<file path="src/rtl/alu_acc_pkg.sv">
// ---------------------------------------------------------------------------
// alu_acc_pkg
// Shared definitions for the accumulator stage.
//   op_code_t : operation encodings carried on op_code
//   state_t   : control FSM state encodings (2-bit)
// ---------------------------------------------------------------------------
package alu_acc_pkg;

    typedef enum logic [1:0] {
        OP_LOAD = 2'b00,
        OP_ADD  = 2'b01,
        OP_SUB  = 2'b10,
        OP_CMP  = 2'b11
    } op_code_t;

    typedef enum logic [1:0] {
        ST_IDLE = 2'b00,
        ST_EXEC = 2'b01,
        ST_DONE = 2'b10
    } state_t;

endpackage

</file>
<file path="src/rtl/add_sub_8bit.sv">
// ---------------------------------------------------------------------------
// add_sub_8bit
// Combinational 8-bit adder/subtractor.
//   op_a, op_b : operands
//   sub        : 1 = op_a - op_b (two's complement), 0 = op_a + op_b
//   sum        : 8-bit result, modulo 256
//   carry_out  : carry out of bit 7; for subtraction 1 means no borrow
//   res_zero   : sum == 0
// ---------------------------------------------------------------------------
module add_sub_8bit (
    input  logic [7:0] op_a,
    input  logic [7:0] op_b,
    input  logic       sub,
    output logic [7:0] sum,
    output logic       carry_out,
    output logic       res_zero
);

    logic [7:0] b_eff;
    logic [8:0] total;

    // Subtraction is op_a + ~op_b + 1, so the carry-in is the sub bit itself.
    assign b_eff     = sub ? ~op_b : op_b;
    assign total     = {1'b0, op_a} + {1'b0, b_eff} + {8'h00, sub};
    assign sum       = total[7:0];
    assign carry_out = total[8];
    assign res_zero  = (total[7:0] == 8'h00);

endmodule

</file>
<file path="src/rtl/alu_accumulator.sv">
// ---------------------------------------------------------------------------
// alu_accumulator
// Sequential accumulator stage around add_sub_8bit.
//   clk, rst              : clock, synchronous active-high reset
//   op_valid/op_ready     : command handshake (op_code, op_data)
//   op_code               : 00 LOAD, 01 ADD, 10 SUB, 11 CMP
//   op_data               : operand B or load value
//   res_valid/res_ready   : result handshake
//   acc                   : accumulator register
//   flag_carry, flag_zero : flag registers
//
// Handshake semantics (both channels): a transfer happens at a rising edge
// where valid and ready are both high. op_ready is high only in IDLE and
// res_valid only in DONE; both are decoded from the state register alone,
// so neither depends combinationally on op_valid or res_ready. Once raised,
// res_valid stays high with acc/flags stable until res_ready is seen.
//
// The FSM state is held in the internal signal 'state' (state_t) so checkers
// can observe it hierarchically.
// ---------------------------------------------------------------------------
module alu_accumulator
    import alu_acc_pkg::*;
#(
    parameter logic [7:0] RESET_ACC = 8'h00
) (
    input  logic       clk,
    input  logic       rst,
    input  logic       op_valid,
    output logic       op_ready,
    input  logic [1:0] op_code,
    input  logic [7:0] op_data,
    output logic       res_valid,
    input  logic       res_ready,
    output logic [7:0] acc,
    output logic       flag_carry,
    output logic       flag_zero
);

    state_t     state;
    logic [7:0] b_reg;
    op_code_t   op_reg;

    logic       sub;
    logic [7:0] sum;
    logic       carry_out;
    logic       res_zero;

    // The adder only runs off registered values, so its inputs are stable
    // for the whole EXEC cycle.
    assign sub = (op_reg == OP_SUB) || (op_reg == OP_CMP);

    add_sub_8bit u_add_sub (
        .op_a      (acc),
        .op_b      (b_reg),
        .sub       (sub),
        .sum       (sum),
        .carry_out (carry_out),
        .res_zero  (res_zero)
    );

    assign op_ready  = (state == ST_IDLE);
    assign res_valid = (state == ST_DONE);

    always_ff @(posedge clk) begin
        if (rst) begin
            state      <= ST_IDLE;
            acc        <= RESET_ACC;
            flag_carry <= 1'b0;
            flag_zero  <= 1'b0;
            b_reg      <= 8'h00;
            op_reg     <= OP_LOAD;
        end else begin
            case (state)
                ST_IDLE: begin
                    if (op_valid) begin
                        b_reg  <= op_data;
                        op_reg <= op_code_t'(op_code);
                        state  <= ST_EXEC;
                    end
                end
                ST_EXEC: begin
                    // Only write-back point for acc and the flags.
                    case (op_reg)
                        OP_LOAD: begin
                            acc        <= b_reg;
                            flag_carry <= 1'b0;
                            flag_zero  <= (b_reg == 8'h00);
                        end
                        OP_ADD, OP_SUB: begin
                            acc        <= sum;
                            flag_carry <= carry_out;
                            flag_zero  <= res_zero;
                        end
                        OP_CMP: begin
                            flag_carry <= carry_out;
                            flag_zero  <= res_zero;
                        end
                    endcase
                    state <= ST_DONE;
                end
                ST_DONE: begin
                    if (res_ready) begin
                        state <= ST_IDLE;
                    end
                end
                default: state <= ST_IDLE;
            endcase
        end
    end

endmodule

</file>
<file path="config.mk">
export PLATFORM = sky130hd
export DESIGN_NAME = alu_accumulator
export DESIGN_NICKNAME = d
export VERILOG_FILES = /design/src/rtl/alu_acc_pkg.sv /design/src/rtl/add_sub_8bit.sv /design/src/rtl/alu_accumulator.sv
export SDC_FILE = /design/constraint.sdc
export NUM_CORES = 1
export LEC_CHECK = 0
export ABC_AREA = 1
export BUFFER_PORTS_ARGS = -buffer_cell sky130_fd_sc_hd__buf_2
export CORE_MARGIN = 8
export CORE_UTILIZATION = 40
export DETAILED_ROUTE_END_ITERATION = 8
export GPL_TIMING_DRIVEN = 1
export PLACE_DENSITY = 0.69
export SYNTH_ARGS = -nofsm -noshare
export SYNTH_HDL_FRONTEND = slang
export SYNTH_SLANG_ARGS = --single-unit
</file>
<file path="constraint.sdc">
create_clock -name clk -period 2.9 [get_ports clk]
set_input_delay 0.145 -clock clk [delete_from_list [all_inputs] [get_ports clk]]
set_output_delay 0.145 -clock clk [all_outputs]
set_load 0.01 [all_outputs]
</file>
==> out/metrics.csv <==
metric;value;unit
core footprint;0.00339;mm2
Tmin final;2630;ps
final slew viol count;0;
pin count of the biggest net entering global routing;22;
ys flop type;dfxtp_1;
status;completed;
post-cts resize count;0;
setup repair bufs after CTS;0;
asr flop ratio synth;0;
row count;21;
Die H;75.9;um
EDFF count, synth;0;
Final ANT Viol Nets;0;
sequential share of the synthesized area;0.307;
leakage power;0.000777;uW
starting DRC count in detailed routing;47;
H-tree depth;1;
CP max stage cell;fa_1;
CTS Buf Count;3;
Setup Viol. Count Final;0;
Avg Synthesized Cell Area;7.44;um2
clock latency on the worst-skew pair;310;ps
Max-Cap Viols;0;
Slew HR;0.639;
GR Overflow Total;0;
critical path, cell by cell;inv_1 > ha_1 > nor2_4 > xor2_1 > fa_1 > or2_1 > nor2_1 > nand3_1 > nor2_1 > nand2_1 > nor2_2 > nand3_2 > a21oi_2;
Hold WC Path Type;input port to register;
crit-path max cell delay;490;ps
Post-DP HPWL;2.72;mm
io pins;26;
synth unique cells;33;
initial antenna violation count;0;
clock slew at reported path FFs;130;ps
CP arrival;2890;ps
Logic pwr share;0.335;
vias in the first global route;1321;
via/cell ratio;4.97;
Post-Place Setup Slack;315;ps
Switch Pwr;302;uW
fmax;381;MHz
final WL;3.35;mm
Area contributors post-synth;dfxtp_1 31%, ha_1 9.6%, nand2_1 8.6%, a21oi_1 8.0%, inv_1 5.5%;
number of remaining DRC errors;0;
Diodes inserted;0;
Critical Path RT;3160;ps
Max Root-Sink Buffers;2;
Syn Inst Count;193;
layout cells sized above 1;0.216;
final hold viol count;0;
clk root buf;clkbuf_4;
internal power;569;uW
post-synthesis sequential element count;22;
area grow syn2layout;15.3;%
Initial Util;0.423;
Fin Hold WS;65.3;ps
Final nets;245;
Power Dens Cells;527;mW/mm2
gpl congestion;0.916;
First-pass DRT Iterations;4;
unrepaired setup endpoints after global routing;no;
setup_tns;0;ps
crit-path max FO;9;
Syn. warnings;0;
CTS Hold Buffers Added;0;
Critical Path Source Type;register;
DR vias;1311;
clock sink total;22;
CTS tree;built;
post-placement cell count;260;
die area;0.00576;mm2
Netlist Area Pre-Place;0.00144;mm2
most common cell in the netlist;nand2_1;
final setup margin;273;ps
I/O Buffers;25;
Synth top area share;0.307;
Mapped Nets;219;
most common library cells after synthesis;33 x nand2_1, 23 x a21oi_1, 22 x dfxtp_1, 21 x inv_1, 12 x o21ai_0;
area leader, netlist;dfxtp_1;
first-pass GRT wire length;5.86;mm
clock group share of total power;0.273;
die span in x;75.9;um
Flop pwr share;0.392;
Peak supply drop;395;uV
Worst-Margin Slew;540;ps
Final Skew;3.71;ps
worst setup path category;register to register;
most used cell, CP;nor2_1;
fin crit share;0.906;
drt wl/cell;12.7;um
Critical Path End Type;register;
Total GRT Usage;0.118;
Fillers;362;
switching fraction of total power;0.347;
Non-Filler Instances;264;
-- metrics by stage --
step | total power (uW) | utilization | area [um2]
3_3_place_gp | 631 | 0.472 | 1600
2_1_floorplan | 564 | - | 1440
6_report | 871 | 0.488 | 1650
5_1_grt | 928 | 0.488 | 1650
4_1_cts | 878 | 0.488 | 1650
3_5_place_dp | 636 | 0.472 | 1600
-- final timing paths --
check | cells after the start | slack (ps) | start | end
max reg2reg | 13 | 270 | op_reg[0] | flag_zero
min reg2reg | 2 | 480 | flag_carry | flag_carry
max | 13 | 270 | op_reg[0] | flag_zero
min | 4 | 70 | res_ready | state[1]
-- placed cells by master, fill, tap and decap left out, drive strengths merged, types with 2 or more instances in the layout --
master,synthesis,final
xor2,7,7
nand3,14,14
inv,23,23
o21ai,14,14
buf,1,25
nor4,3,3
a21oi,26,26
a31oi,4,4
dfxtp,22,22
nand2,37,37
ha,11,11
clkbuf,3,3
nor2,15,15
clkinv,2,2
-- cells by family (layout without fill, tap and decap cells) --
group / Yosys count / count (layout) / synth area share
XOR/XNOR: 8 / 8 / 0.0488
flip-flops: 22 / 22 / 0.307
AO/OA/AOI/OAI: 49 / 49 / 0.201
buffers and inverters: 29 / 54 / 0.0767
AND/OR/NAND/NOR: 73 / 73 / 0.257
adder cells (fa/ha/maj): 12 / 12 / 0.110
-- metal layers --
metal / share of wire / global-route usage
met2: 0.48 / 0.198
met5: 0 / 0
met4: 0.013 / 0.0471
met3: 0.022 / 0.0118
met1: 0.49 / 0.149
-- cell type report --
type,count,area (um2),area share
inverter,25,93.8,0.0567
clock buffer,3,22.5,0.0136
tap,46,57.6,0.0348
clock inverter,1,30.0,0.0182
timing repair buffer,25,125,0.0756
multi-input combinational,142,885,0.535
sequential,22,440,0.266
-- power by group through the flow --
| stage | sequential [uW] | combinational [uW] | clock (uW) |
|---|---|---|---|
| finish | 342 | 292 | 238 |
| global route | 345 | 325 | 258 |
| CTS | 342 | 290 | 246 |
| detailed placement | 348 | 288 | 0 |
| global placement | 348 | 283 | 0 |
| floorplan | 349 | 215 | 0 |
-- critical path: cells and delay by family (launching register included) --
kind	cells	cell delay [ps]
adder cells (fa/ha/maj)	2	730
AO/OA/AOI/OAI	1	110
buffers and inverters	1	80
XOR/XNOR	1	280
flip-flops	1	350
AND/OR/NAND/NOR	8	1030
Power figures use the tool's default switching activity.
